===== config.mk =====
export PLATFORM = sky130hd
export DESIGN_NAME = load_store_unit
export DESIGN_NICKNAME = d
export VERILOG_FILES = /design/src/rtl/load_store_unit.sv
export SDC_FILE = /design/constraint.sdc
export NUM_CORES = 1
export LEC_CHECK = 0
export CORE_MARGIN = 3
export CORE_UTILIZATION = 40
export CTS_CLUSTER_DIAMETER = 50
export DETAILED_ROUTE_END_ITERATION = 8
export SETUP_SLACK_MARGIN = 0.05
export SYNTH_ARGS = -nofsm -noshare
export SYNTH_HDL_FRONTEND = slang
export SYNTH_SLANG_ARGS = --single-unit

===== constraint.sdc =====
create_clock -name iwClk -period 13.8 [get_ports iwClk]
set_clock_uncertainty 0.1 [all_clocks]
set_input_delay 2.07 -clock iwClk [delete_from_list [all_inputs] [get_ports iwClk]]
set_output_delay 2.07 -clock iwClk [all_outputs]
set_load 0.005 [all_outputs]

===== src/rtl/load_store_unit.sv =====
// Load/store initiator for the byte-lane memory port: one request at a time,
// word-aligned beats with byte strobes, split across word boundaries, extended load results.
module load_store_unit #(
  parameter int unsigned       ADDR_W    = 32,
  parameter logic [ADDR_W-1:0] LAST_ADDR = ADDR_W'(32'h1FC)
) (
  input  logic              iwClk,
  input  logic              iwRst,
  input  logic              iwReqValid,
  output logic              owReqReady,
  input  logic              iwReqWrite,
  input  logic [1:0]        iwReqSize,
  input  logic              iwReqSigned,
  input  logic [ADDR_W-1:0] iwReqAddr,
  input  logic [31:0]       iwReqData,
  output logic              owRespValid,
  input  logic              iwRespReady,
  output logic [31:0]       owRespData,
  output logic              owRespErr,
  output logic [ADDR_W-1:0] owMemAddr,
  output logic [31:0]       owMemWriteData,
  output logic [3:0]        owMemWstrb,
  input  logic [31:0]       iwMemReadData
);

  localparam int unsigned       AW1       = ADDR_W + 1;
  localparam logic [ADDR_W:0]   LAST_BYTE = AW1'(LAST_ADDR) + AW1'(3);

  typedef enum logic [1:0] {S_IDLE, S_BEAT0, S_BEAT1, S_RESP} state_e;

  state_e              state_q, state_d;
  logic                req_ready_q, req_ready_d;
  logic                resp_valid_q, resp_valid_d;
  logic [31:0]         resp_data_q, resp_data_d;
  logic                resp_err_q, resp_err_d;
  logic [ADDR_W-1:0]   mem_addr_q, mem_addr_d;
  logic [31:0]         mem_wdata_q, mem_wdata_d;
  logic [3:0]          mem_wstrb_q, mem_wstrb_d;
  logic [31:0]         gather_q, gather_d;
  logic                write_q, write_d;
  logic [1:0]          size_q, size_d;
  logic                signed_q, signed_d;
  logic [1:0]          off_q, off_d;
  logic                split_q, split_d;
  logic [3:0]          mask_q, mask_d;
  logic [31:0]         data_q, data_d;

  logic [2:0]          req_bytes;
  logic [3:0]          req_mask;
  logic [ADDR_W:0]     req_end;
  logic                req_err;
  logic                req_split;
  logic                accept;
  logic [2:0]          hi_off;

  function automatic logic [31:0] extend_load(input logic [31:0] g, input logic [1:0] sz,
                                              input logic sg);
    case (sz)
      2'd0:    extend_load = {{24{sg & g[7]}}, g[7:0]};
      2'd1:    extend_load = {{16{sg & g[15]}}, g[15:0]};
      default: extend_load = g;
    endcase
  endfunction

  // Request decode: byte count, lane mask, range check (widened so a wrap exceeds LAST_BYTE)
  always_comb begin
    req_bytes = 3'd4;
    req_mask  = 4'b1111;
    case (iwReqSize)
      2'd0:    begin req_bytes = 3'd1; req_mask = 4'b0001; end
      2'd1:    begin req_bytes = 3'd2; req_mask = 4'b0011; end
      default: begin req_bytes = 3'd4; req_mask = 4'b1111; end
    endcase
    req_end   = {1'b0, iwReqAddr} + AW1'(req_bytes) - AW1'(1);
    req_err   = (iwReqSize == 2'd3) || (req_end > LAST_BYTE);
    req_split = ({1'b0, iwReqAddr[1:0]} + req_bytes) > 3'd4;
  end

  assign accept = iwReqValid & req_ready_q;
  assign hi_off = 3'd4 - {1'b0, off_q};

  always_comb begin
    state_d      = state_q;
    resp_valid_d = resp_valid_q;
    resp_data_d  = resp_data_q;
    resp_err_d   = resp_err_q;
    mem_addr_d   = mem_addr_q;
    mem_wdata_d  = mem_wdata_q;
    mem_wstrb_d  = 4'b0000;
    gather_d     = gather_q;
    write_d      = write_q;
    size_d       = size_q;
    signed_d     = signed_q;
    off_d        = off_q;
    split_d      = split_q;
    mask_d       = mask_q;
    data_d       = data_q;

    case (state_q)
      S_IDLE: begin
        if (accept) begin
          write_d  = iwReqWrite;
          size_d   = iwReqSize;
          signed_d = iwReqSigned;
          off_d    = iwReqAddr[1:0];
          split_d  = req_split;
          mask_d   = req_mask;
          data_d   = iwReqData;
          if (req_err) begin
            state_d      = S_RESP;
            resp_valid_d = 1'b1;
            resp_err_d   = 1'b1;
            resp_data_d  = '0;
          end else begin
            state_d    = S_BEAT0;
            resp_err_d = 1'b0;
            gather_d   = '0;
            mem_addr_d = {iwReqAddr[ADDR_W-1:2], 2'b00};
            if (iwReqWrite) begin
              mem_wstrb_d = req_mask << iwReqAddr[1:0];
              mem_wdata_d = iwReqData << {iwReqAddr[1:0], 3'b000};
            end
          end
        end
      end
      S_BEAT0: begin
        if (!write_q) begin
          gather_d = iwMemReadData >> {off_q, 3'b000};
        end
        if (split_q) begin
          state_d    = S_BEAT1;
          mem_addr_d = mem_addr_q + ADDR_W'(4);
          if (write_q) begin
            mem_wstrb_d = mask_q >> hi_off;
            mem_wdata_d = data_q >> {hi_off, 3'b000};
          end
        end else begin
          state_d      = S_RESP;
          resp_valid_d = 1'b1;
          resp_data_d  = write_q ? 32'd0 : extend_load(gather_d, size_q, signed_q);
        end
      end
      S_BEAT1: begin
        if (!write_q) begin
          gather_d = gather_q | (iwMemReadData << {hi_off, 3'b000});
        end
        state_d      = S_RESP;
        resp_valid_d = 1'b1;
        resp_data_d  = write_q ? 32'd0 : extend_load(gather_d, size_q, signed_q);
      end
      S_RESP: begin
        if (iwRespReady) begin
          state_d      = S_IDLE;
          resp_valid_d = 1'b0;
        end
      end
      default: state_d = S_IDLE;
    endcase

    // One idle turnaround cycle after a response before the next request is taken
    req_ready_d = (state_q == S_IDLE) && (state_d == S_IDLE);
  end

  always_ff @(posedge iwClk or posedge iwRst) begin
    if (iwRst) begin
      state_q      <= S_IDLE;
      req_ready_q  <= 1'b1;
      resp_valid_q <= 1'b0;
      resp_data_q  <= '0;
      resp_err_q   <= 1'b0;
      mem_addr_q   <= '0;
      mem_wdata_q  <= '0;
      mem_wstrb_q  <= '0;
      gather_q     <= '0;
      write_q      <= 1'b0;
      size_q       <= '0;
      signed_q     <= 1'b0;
      off_q        <= '0;
      split_q      <= 1'b0;
      mask_q       <= '0;
      data_q       <= '0;
    end else begin
      state_q      <= state_d;
      req_ready_q  <= req_ready_d;
      resp_valid_q <= resp_valid_d;
      resp_data_q  <= resp_data_d;
      resp_err_q   <= resp_err_d;
      mem_addr_q   <= mem_addr_d;
      mem_wdata_q  <= mem_wdata_d;
      mem_wstrb_q  <= mem_wstrb_d;
      gather_q     <= gather_d;
      write_q      <= write_d;
      size_q       <= size_d;
      signed_q     <= signed_d;
      off_q        <= off_d;
      split_q      <= split_d;
      mask_q       <= mask_d;
      data_q       <= data_d;
    end
  end

  assign owReqReady     = req_ready_q;
  assign owRespValid    = resp_valid_q;
  assign owRespData     = resp_data_q;
  assign owRespErr      = resp_err_q;
  assign owMemAddr      = mem_addr_q;
  assign owMemWriteData = mem_wdata_q;
  assign owMemWstrb     = mem_wstrb_q;

endmodule


## After elaboration in Yosys (flattened, before gate mapping)

Cells that the tools add are included.

- Bits in registers: 180
- Output and inout port bits: 103
- Word-level logic and storage cells: 107

- Shifts and indexed selects: 6
- Eq/ne operators: 14
- $lt $le $gt $ge: 2
- Muxes and demuxes: 44
- Add/sub/neg operators: 5
- Reduce and logical (&&, ||, !) cells: 14
- Bitwise gates (word level): 6

Operators with widths:

| cell | count |
|---|---|
| $mux W32 | 19 |
| $pmux W32 S2 | 4 |
| $pmux W32 S3 | 2 |
| $add A32 B3 Y33 | 1 |
| $gt A33 B9 Y1 const B | 1 |
| $sub A33 B1 Y33 const B | 1 |
| $add A32 B3 Y32 const B | 1 |
| $or A32 B32 Y32 | 1 |
| $shl A32 B5 Y32 | 1 |
| $shl A32 B6 Y32 | 1 |
| $shr A32 B5 Y32 | 1 |
| $shr A32 B6 Y32 | 1 |
| $mux W4 | 5 |
| $ne A2 B2 Y1 const B | 8 |
| $pmux W4 S2 | 2 |
| $reduce_and A4 Y1 | 3 |
| $logic_not A2 Y1 | 4 |
| $pmux W2 S4 | 1 |
| $eq A2 B1 Y1 const B | 3 |
| $eq A2 B2 Y1 const B | 3 |
| $mux W1 | 6 |
| $mux W2 | 3 |
| $pmux W3 S2 | 1 |
| $reduce_and A6 Y1 | 1 |
| 13 further kinds | 17 |

## Depth between registers and ports, before layout

- Word-level depth: 11
- Gate-level depth with buffers: 20

## Worst setup path after synthesis

OpenSTA, ideal clock, no wires.

- Kind: input to register
- Start: input iwReqAddr[0]
- End: register mem_wdata_q[10], in the netlist owMemWriteData[10]
- Buffers on the path: 3
- Arrival time: 6.452 ns
- Setup slack: 7.123 ns
- Required time: 13.575 ns
- Cell stages on the path: 19
- Path through: clkbuf_1 -> buf_1 -> inv_1 -> ha_1 -> inv_1 -> ha_1 -> fa_1 -> a211oi_1 -> o211ai_1 -> nand2_1 -> a2111o_1 -> a31oi_1 -> xor2_1 -> or4_1 -> nor4_2 -> a21oi_2 -> nor2_4 -> buf_4 -> mux2_2

- Word-level cells in the longest chain between the ends: 6
- Elaborated cells between the ends (all ways): 11

RTL lines:

| element | line | RTL |
|---|---|---|
| from (decl) | 14 | `input logic [ADDR_W-1:0] iwReqAddr,` |
| $add A32 B3 Y33 | 74 | `req_end = {1'b0, iwReqAddr} + AW1'(req_bytes) - AW1'(1);` |
| $sub A33 B1 Y33 | 74 |  |
| $gt A33 B9 Y1 | 75 | `req_err = (iwReqSize == 2'd3) \|\| (req_end > LAST_BYTE);` |
| $logic_or A1 B1 Y1 | 75 |  |
| $ne A2 B2 Y1 (no line) | n/a |  |
| $reduce_and A6 Y1 (no line) | n/a |  |
| to (signal assigned) | 189 | `mem_wdata_q <= mem_wdata_d;` |
| to (decl) | 37 | `logic [31:0] mem_wdata_q, mem_wdata_d;` |

Parallel ways exist; a longest one is shown, timed or not. The select of a mux whose other input is x is not followed.
A chain may end at the register's enable or synchronous reset.

## Worst setup path after layout

- Start: input iwReqAddr[1]
- End: register mem_wdata_q[0], in the netlist owMemWriteData[0]

The elaborated chain is that of the path after synthesis.

==> metrics.md <==
| Metric | Value |
|---|---|
| Status | `finished, final reports clean` |
| Root buf cell | `clkbuf_16` |
| Crit-path max cell delay | `0.73 ns` |
| Worst max-slew margin expressed relative to the limit | `20.3%` |
| First DRT Iteration DRCs | `around 1200` |
| Std cell rows | `between 60 and 70` |
| Number of nets with antenna violations after routing | `0` |
| Number of remaining DRC errors | `0` |
| Highest clock frequency the design can meet | `0.129 GHz` |
| Category of the worst setup path capture point | `flip-flop` |
| Sum of met3 wire segment lengths after detailed routing | `2.65 mm` |
| Filler cells | `3150` |
| Number of buffers added for setup after CTS | `0` |
| First-pass GRT wire length | `73.4 mm` |
| Number of global-route vias before repair | `between 10000 and 15000` |
| Top area cells in the synthesized netlist | `dfrtp_1 33%, mux2i_1 7.7%, o21ai_0 6.3%, mux2_2 6.0%, nand2_1 5.7%` |
| # hold bufs at CTS | `0` |
| Antenna cell count | `0` |
| Type of the worst setup path | `in2reg` |
| Post-route minimum period | `7.73 ns` |
| PostCTS Resize Cnt | `0` |
| Die area | `36100 µm²` |
| Syn Inst Count | `~1700` |
| Clock tree from TritonCTS | `done` |
| Synthesis-to-layout area growth | `21.3%` |
| Antenna violations before repair | `1` |
| Number of vias in the routed layout | `13409` |
| CTS HTree Levels | `4` |
| Unrepaired setup endpoints after global routing | `false` |
| Avg Vias per Cell | `5.92` |
| Detailed-routing wirelength on met1 | `21.0 mm` |
| Total of buffers placed on input and output ports | `204` |
| Maximum root-to-sink buffer count | `2` |
| CTS clk-pin slew, worst paths | `about 0.08 ns` |
| Average size of a mapped cell | `8.05 µm²` |
| Final hold vios | `0` |
| GRT overflow | `0` |
| X dimension of the die | `between 150 and 200 µm` |
| Ordered cell list for the critical path | `clkdlybuf4s50_1 > buf_4 > inv_1 > ha_1 > inv_1 > ha_1 > fa_1 > a211oi_1 > o211ai_1 > nand2_1 > a2111o_1 > a31oi_1 > xor2_1 > or4_1 > nor4_2 > a21oi_2 > nor2_4 > mux2_2` |
| Sequential area share after synthesis | `32.7%` |
| Flip-flop and latch area | `roughly 4400 µm²` |
| Slew of the pin with the lowest slew margin | `1.19 ns` |
| Routed met2 length | `21.6 mm` |
| Power Dens Cells | `214 nW/µm²` |
| Max-capacitance violation count | `0` |
| Utilization of the core after routing | `around half` |
| Fraction of layout instances using a drive strength above 1 | `roughly 8.9%` |
| Total iterations of the first detailed-routing run | `5` |
| Worst skew pair latency | `0.46 ns` |
| Starting density of the core | `between 40% and 50%` |
| Primary flip-flop cell chosen by synthesis mapping | `dfrtp_1` |
| Total negative setup slack | `0 ns` |
| TritonCTS sink count | `177` |
| Required time of the worst setup path | `14.04 ns` |
| TritonCTS buffer count | `17` |
| Die height | `190 µm` |
| Critical path peak fanout | `32` |
| Number of flip-flops and latches in the synthesized netlist | `177` |
| Post-synth top area cell | `dfrtp_1` |
| Number of warnings issued by yosys | `0` |
| Total Routed Length | `46.4 mm` |
| Wire length per cell | `20.5 µm` |
| Synth top area share | `32.5%` |
| VDD IR-drop max | `0.115 mV` |
| Count of flip-flops with a built-in enable after synthesis | `0` |
| Signal arrival time at the worst endpoint | `7.97 ns` |
| Leakage power total | `0.00680 µW` |
| Pin count of the biggest net entering global routing | `77` |
| Routability Congestion | `0.934` |
| Combined area of the multi-input logic cells | `8160 µm²` |
| Total routing usage reported by global routing | `25.3%` |
| Mapped cell area | `13500 µm²` |
| Crit-path slowest cell | `nor2_4` |
| Path class of the lowest-slack min-delay path | `reg2reg` |
| Number of distinct standard cells referenced by the synthesized netlist | `77` |
| Post-layout power | `approximately 3500 µW` |
| Async set-or-reset flop fraction in the synthesized netlist | `100%` |
| Standard cell core area | `32900 µm²` |
| Detailed-placement wirelength estimate | `32.7 mm` |
| Final setup violation count | `0` |
| Post-route clock period utilization | `56.0%` |
| Max-slew violation count | `0` |
| Kind of start point of the critical path | `primary input` |
| Net count, final | `around 2000` |
| Uppermost layer routed | `met5` |
| Count of pins on the block boundary | `slightly above 200` |
==> metal layers <==
metal | global-route usage, % | vias up
met3 | 3.81 | 70
met5 | 0 | -
li1 | - | 6299
met1 | 35.1 | 6521
met2 | 40.7 | 517
met4 | 8.10 | 2
==> metrics by stage <==
stage	hold WS (ns)	instance area (µm²)	worst slack (ns)	std cells
floorplan	0.334	13500	6.83	1683
global placement	0.355	15800	5.66	2232
detailed placement	0.357	15800	5.63	2232
CTS	0.378	16400	6.11	2264
global route	0.418	16400	5.68	2264
finish	0.376	16400	6.07	2264
==> path summary, 6_finish.rpt <==
kind | depth (start not counted) | endpoint | start | slack, ns
min in group asynchronous | 2 | data_q[9] | iwRst | 1.88
worst max register to register | 13 | owRespData[31] | off_q[0] | 9.00
worst max-delay path | 18 | owMemWriteData[0] | iwReqAddr[1] | 6.07
max in group asynchronous | 4 | owRespData[17] | iwRst | 9.63
worst min-delay path | 1 | mask_q[0] | mask_q[0] | 0.38
worst min register to register | 1 | mask_q[0] | mask_q[0] | 0.38
==> cell usage after synthesis, types with 16 or more instances <==
library cell,count
a21oi_1,154
a32o_1,23
buf_1,17
clkbuf_1,74
dfrtp_1,176
ha_1,42
inv_1,125
mux2_2,72
mux2i_1,104
nand2_1,206
nand3_1,47
nand4_1,16
nor2_1,107
nor3_1,36
o21ai_0,170
o22ai_1,30
==> registers in the layout (all words and copies together) (netlist names), 2 cells and up <==
name,flops
data_q,32
gather_q,32
mask_q,3
off_q,2
owMemAddr,30
owMemWriteData,32
owMemWstrb,4
owRespData,32
size_q,2
state_q,2
==> cell families (layout without fill, tap and decap cells) <==
kind of cell / count (synthesis) / count (layout) / share of synthesized area [%]
DFF: 177 / 177 / 32.7
AOI/OAI and AO/OA: 538 / 538 / 24.7
and+or+nand+nor: 491 / 491 / 16.6
xor gates and xnor gates: 11 / 11 / 0.711
buffers and inverters: 241 / 380 / 7.12
muxes: 179 / 179 / 13.9
other: 1 / 2 / 0.0277
adders and majority gates: 44 / 44 / 4.18
==> cell usage in the layout, fill, tap and decap left out, types with 10 or more instances in the layout <==
cell type        netlist  final
nand3_1               47     47
nand4_1               16     16
clkdlybuf4s50_1        0    203
nor3_1                36     36
o31ai_1               14     14
buf_4                 12     18
and3_1                10     10
o21ai_1               11     10
a211oi_1              14     14
ha_1                  42     41
o22ai_1               30     30
o21ai_0              170    170
dfrtp_1              176    174
mux2i_1              104    104
a21boi_0              12     12
nand2_1              206    205
inv_1                125    123
mux2_2                72     72
a32o_1                23     23
and2_1                11     11
nor2_1               107    107
clkbuf_16              0     17
a22o_1                10     10
a21oi_1              154    154
==> worst max-delay path, delay by kind of cell <==
| family | cells | cell delay (ns) |
|---|---|---|
| AND/OR/NAND/NOR | 4 | 2.09 |
| buffers and inverters | 4 | 1.19 |
| AO/OA/AOI/OAI | 5 | 1.03 |
| adder cells (fa/ha/maj) | 3 | 0.99 |
| multiplexers | 1 | 0.41 |
| XOR/XNOR | 1 | 0.15 |
==> area by class of cell <==
type,instances,area share (%)
multi-input cells,1265,49.7
clock inverters,15,1.26
clock buffers,17,2.59
inverters,126,2.91
flip-flops and latches,177,27.0
well taps,442,3.37
repair buffers,222,13.2
==> power breakdown <==
group          switching (µW)  internal (µW)
clock                     265            265
combinational            1160            871
sequential                205            753
Power figures use the tool's default switching activity.
